**src/rtl/main_mem_arbiter.sv**
```systemverilog
// main_mem_arbiter: shares one main-memory port between the data-side miss path and instruction fetch.
// Optional ARB_RR_EN selects two-entry round-robin; otherwise fixed priority D over I.
module main_mem_arbiter #(
    parameter int AW      = 32,
    parameter int DW      = 32,
    parameter int TIMEOUT = 64
) (
    input  logic          clk,
    input  logic          rst,
    input  logic          d_req,
    input  logic          d_we,
    input  logic [AW-1:0] d_addr,
    input  logic [DW-1:0] d_wdata,
    output logic          d_done,
    output logic [DW-1:0] d_rdata,
    output logic          d_stall,
    input  logic          i_req,
    input  logic [AW-1:0] i_addr,
    output logic          i_done,
    output logic [DW-1:0] i_rdata,
    output logic          i_stall,
    output logic          mem_req,
    output logic          mem_we,
    output logic [AW-1:0] mem_addr,
    output logic [DW-1:0] mem_wdata,
    input  logic          mem_ack,
    input  logic [DW-1:0] mem_rdata,
    output logic          err
);
    typedef enum logic [1:0] {IDLE, BUSY, DONE} state_t;
    localparam int CW = TIMEOUT > 1 ? $clog2(TIMEOUT) : 1;
    state_t        r_state, w_next;
    logic [CW-1:0] r_cnt;
    logic          r_gnt_i, r_we, r_err;
    logic [AW-1:0] r_addr;
    logic [DW-1:0] r_wdata, r_rdata;
    logic          w_any, w_gnt_i, w_ack, w_to, w_start;
    assign w_any   = d_req | i_req;
    assign w_start = (r_state == IDLE) & w_any;
    assign w_ack   = (r_state == BUSY) & mem_ack;
    assign w_to    = (TIMEOUT != 0) && (r_state == BUSY) && (r_cnt == CW'(TIMEOUT - 1));
`ifdef ARB_RR_EN
    // r_pri_i marks the port not granted last; it wins a tie
    logic r_pri_i;
    assign w_gnt_i = i_req & (~d_req | r_pri_i);
    always_ff @(posedge clk or negedge rst) begin
        if (!rst) r_pri_i <= 1'b0;
        else if (w_start) r_pri_i <= ~w_gnt_i;
    end
`else
    assign w_gnt_i = i_req & ~d_req;
`endif
    always_ff @(posedge clk or negedge rst) begin
        if (!rst) r_state <= IDLE;
        else r_state <= w_next;
    end
    always_comb begin
        w_next = r_state == IDLE ? (w_any ? BUSY : IDLE) :
                 r_state == BUSY ? ((w_ack | w_to) ? DONE : BUSY) : IDLE;
    end
    always_comb begin
        mem_req   = r_state == BUSY;
        d_done    = (r_state == DONE) & ~r_gnt_i;
        i_done    = (r_state == DONE) & r_gnt_i;
        d_stall   = d_req & ~d_done;
        i_stall   = i_req & ~i_done;
        d_rdata   = r_rdata;
        i_rdata   = r_rdata;
        mem_we    = r_we;
        mem_addr  = r_addr;
        mem_wdata = r_wdata;
        err       = r_err;
    end
    always_ff @(posedge clk or negedge rst) begin
        if (!rst) begin
            r_gnt_i <= 1'b0;
            r_we    <= 1'b0;
            r_addr  <= '0;
            r_wdata <= '0;
            r_rdata <= '0;
            r_cnt   <= '0;
            r_err   <= 1'b0;
        end else begin
            if (w_start) begin
                r_gnt_i <= w_gnt_i;
                r_we    <= ~w_gnt_i & d_we;
                r_addr  <= w_gnt_i ? i_addr : d_addr;
                r_wdata <= (~w_gnt_i & d_we) ? d_wdata : '0;
            end
            r_cnt <= r_state == BUSY ? r_cnt + CW'(1) : '0;
            if (w_ack) r_rdata <= mem_rdata;
            else if (w_to) r_rdata <= '0;
            if (w_to & ~w_ack) r_err <= 1'b1;
        end
    end
endmodule
```
**config.mk**
```make
export PLATFORM = sky130hd
export DESIGN_NAME = main_mem_arbiter
export DESIGN_NICKNAME = d
export VERILOG_FILES = /design/src/rtl/main_mem_arbiter.sv
export SDC_FILE = /design/constraint.sdc
export NUM_CORES = 1
export LEC_CHECK = 0
export ABC_CLOCK_PERIOD_IN_PS = 2200
export BUFFER_PORTS_ARGS = -buffer_cell sky130_fd_sc_hd__buf_2
export CAP_MARGIN = 20
export CORE_ASPECT_RATIO = 1.4
export CORE_MARGIN = 4
export CORE_UTILIZATION = 35
export CTS_BUF_LIST = sky130_fd_sc_hd__clkbuf_2
export DETAILED_ROUTE_END_ITERATION = 10
export GPL_TIMING_DRIVEN = 0
export HOLD_SLACK_MARGIN = 0.06
export PLACE_DENSITY = 0.68
export REMOVE_ABC_BUFFERS = 1
export SLEW_MARGIN = 20
export SYNTH_ARGS = -nofsm -noshare
export SYNTH_HDL_FRONTEND = slang
export SYNTH_SLANG_ARGS = --single-unit
```
**constraint.sdc**
```tcl
create_clock -name clk -period 2.2 [get_ports clk]
set_input_delay 0.33 -clock clk [delete_from_list [all_inputs] [get_ports clk]]
set_output_delay 0.33 -clock clk [all_outputs]
set_load 0.005 [all_outputs]
```
==> results.tsv <==
metric	value	unit
finalWorstPathRequiredPeriod	2.159	ns
crit_type	in -> reg	
rsz0062_at_grt	no	
ys_seq_area_share	56.09	%
remaining_drc_errors	0	
critical-path-top-cell-by-count	dlygate4sd3_1	
fmax	463.1	MHz
placementRows	50	
slew_headroom	58.35	%
insertedDiodeCount	0	
final_nets	879	
initial_antenna_violation_count	0	
cts_max_level	3	
cts_inserted_buffers	9	
worstSkewPairLatency	0.56	ns
die_x_extent	106.7	um
drt-met1-wl	5.478	mm
slew_viol_final	0	
hold_path_depth	3	
sum_of_overflow_across_all_layers_after_global_routing	0	
postRouteAntennaNets	0	
firstDrtPassIters	4	
power_per_cell_area	1011	nW/um2
hold_class	in -> reg	
final_critical_path_setup_slack	0.04057	ns
vdd_drop_max	0.0005573	V
die-area	15600	um2
hold_buffers	116	
fin_worst_hold_slack	0.1464	ns
port_buffers	268	
clockBufferDepth	2	
max_cap_viols	0	
cp_data_required_time	2.67	ns
ff2ff_path_depth	3	
drt-initial-drc-count	170	
synth_top_flop_cell	dfrtp_1	
hpwl	9.742	mm
routed_wl	15.08	mm
rrSetupSlack	0.54	ns
grt_max_degree	59	
critical_path.slowest_cell	dlygate4sd3_1	
most_common_cell_after_layout_fill_and_taps_aside	buf_2	
cts.sink_count	107	
average_wire_length_per_cell_after_detail_routing	16.21	um
cp_cell_sequence	dlygate4sd3_1 > buf_2 > nor2b_4 > mux2_1 > dlygate4sd3_1 > mux2_2	
worstPathArrival	2.63	ns
synth-async-reset-ratio	100.0	%
route.met3.wl	1.061	mm
worst_setup_path_end_kind	flop	
worstPathMaxFanout	10	
logic_depth_of_the_worst_setup_path_including_buffers	6	
grt_first_pass_wirelength	23.45	mm
layout_worst_path_cycle_share	98.16	%
synthesis.yosys.warnings	0	
synth_edf_count	0	
routabilityCongestion	0.7945	
layout.cells.most_common_list	267 x buf_2, 122 x dlygate4sd3_1, 107 x dfrtp_1, 66 x nand2_1, 34 x mux2_2	
post_route_cells_drive_above_1_share	46.79	%
nFillCells	1136	
cts.root.buffer_cell	clkbuf_2	
clkTransAtPathRegs	0.27	ns
syn2layout_area_growth	56.44	%
ys_types	33	
coreArea	13390	um2
worst_pin_slew	0.6248	ns
num_vias	4386	
setup_ws_pre_cts	0.1649	ns
top_family_by_delay_on_critical_path	buffers and inverters	
report.final.hold_viol_count	0	
power.static_leakage	3.845	nW
syn-mean-instance-area	12.12	um2
grt_pass1_vias	4753	
post_drt_via_cell_ratio	4.716	
synth.cell_area	4773	um2
cts_setup_buffers	0	
critical-path-max-stage-delay	0.56	ns
post_cts_resize_count	0	
highest_layer	met4	
met2WireLength	8.022	mm
timing.critical_path.buf_inv	3	
fin_skew	0.02617	ns
number_of_placed_i_o_pins	269	
syn_inst	394	
initial_core_util	35.65	%
tritoncts	built	
setup_viol_count_final	0	
synth.ff_latch_count	107	
startpoint_type	input port	
grt.total_usage	18.69	%
die_h	146.2	um
status	finished, final reports clean	
where the power goes:
| part | switching [mW] | internal (mW) |
|---|---|---|
| Sequential | 0.552 | 2.81 |
| Combinational | 1.50 | 1.84 |
| Clock | 0.666 | 0.175 |
| Total | 2.72 | 4.83 |
through the flow:
step                cells  power [mW]  TNS, ns  area [um2]  utilization [%]
detailed placement    793       6.556        0        6141            45.87
floorplan             336       4.713   -79.80        4384                -
CTS                   924       7.604        0        7405            55.31
global placement      786       6.234  -213.83        5953            44.47
finish                930       7.546        0        7467            55.78
global route          930       8.092        0        7467            55.78
worst min-delay path, cell delays in order:
cell	delay, ns
buf_2	0.08
mux2_4	0.13
mux2_2	0.13
final timing paths:
path                                       from                         to
setup / recovery                          d_req   mem_addr[21]$_DFFE_PN0P_
hold / removal                       i_addr[14]   mem_addr[14]$_DFFE_PN0P_
setup reg to reg           r_state[0]$_DFF_PN0_  mem_wdata[24]$_DFFE_PN0P_
hold reg to reg              r_cnt[0]$_DFF_PN0_         r_cnt[0]$_DFF_PN0_
max in group asynchronous                   rst         r_cnt[1]$_DFF_PN0_
min in group asynchronous                   rst   mem_wdata[1]$_DFFE_PN0P_
Yosys cell counts, types with 2 or more instances:
| cell | n | share of area, % |
|---|---|---|
| mux2_2 | 34 | 8.0 |
| buf_4 | 33 | 5.2 |
| clkbuf_2 | 3 | 0.31 |
| a21oi_1 | 3 | 0.31 |
| mux2_1 | 10 | 2.4 |
| a22o_1 | 32 | 5.9 |
| nand3_1 | 2 | 0.21 |
| o21ai_1 | 2 | 0.21 |
| mux2_4 | 20 | 6.3 |
| buf_2 | 11 | 1.2 |
| o21ai_0 | 32 | 3.4 |
| nor2_1 | 6 | 0.47 |
| and3b_1 | 2 | 0.37 |
| buf_6 | 4 | 0.94 |
| a21o_1 | 2 | 0.31 |
| dfrtp_1 | 107 | 56 |
| clkbuf_1 | 7 | 0.55 |
| nor2b_1 | 3 | 0.39 |
| nand2_1 | 66 | 5.2 |
| xor2_1 | 2 | 0.37 |
registers in the layout, summed over array words and instances (netlist names):
name / count
err: 1
mem_addr: 32
mem_we: 1
d_rdata: 32
r_cnt: 6
mem_wdata: 32
r_state: 2
r_gnt_i: 1
final cells by class:
cell class,count,area (um2),share of cell area [%]
clock buffers,9,45.04,0.6032
clock inverters,6,57.56,0.7708
inverters,1,3.754,0.05027
multi-input cells,228,1730,23.17
flip-flops and latches,107,2678,35.86
well taps,182,227.7,3.050
repair buffers,397,2725,36.49
metal layers:
metal  vias up  GRT usage, %
li1       2018             -
met1      2109         19.57
met2       218         34.74
met3        41         4.467
met4         0         8.381
met5         -             0
kinds of logic (layout without fill, tap and decap cells):
| logic type | count (synthesis) | after routing | share of synthesized area [%] |
|---|---|---|---|
| DFF | 107 | 107 | 56.09 |
| and+or+nand+nor | 87 | 87 | 7.812 |
| AOI/OAI and AO/OA | 73 | 73 | 10.38 |
| muxes | 64 | 64 | 16.67 |
| buffers and inverters | 59 | 413 | 8.231 |
| xor gates and xnor gates | 3 | 3 | 0.5506 |
| adders and majority gates | 1 | 1 | 0.2621 |
Note: power is estimated with default switching activity, not from simulation.
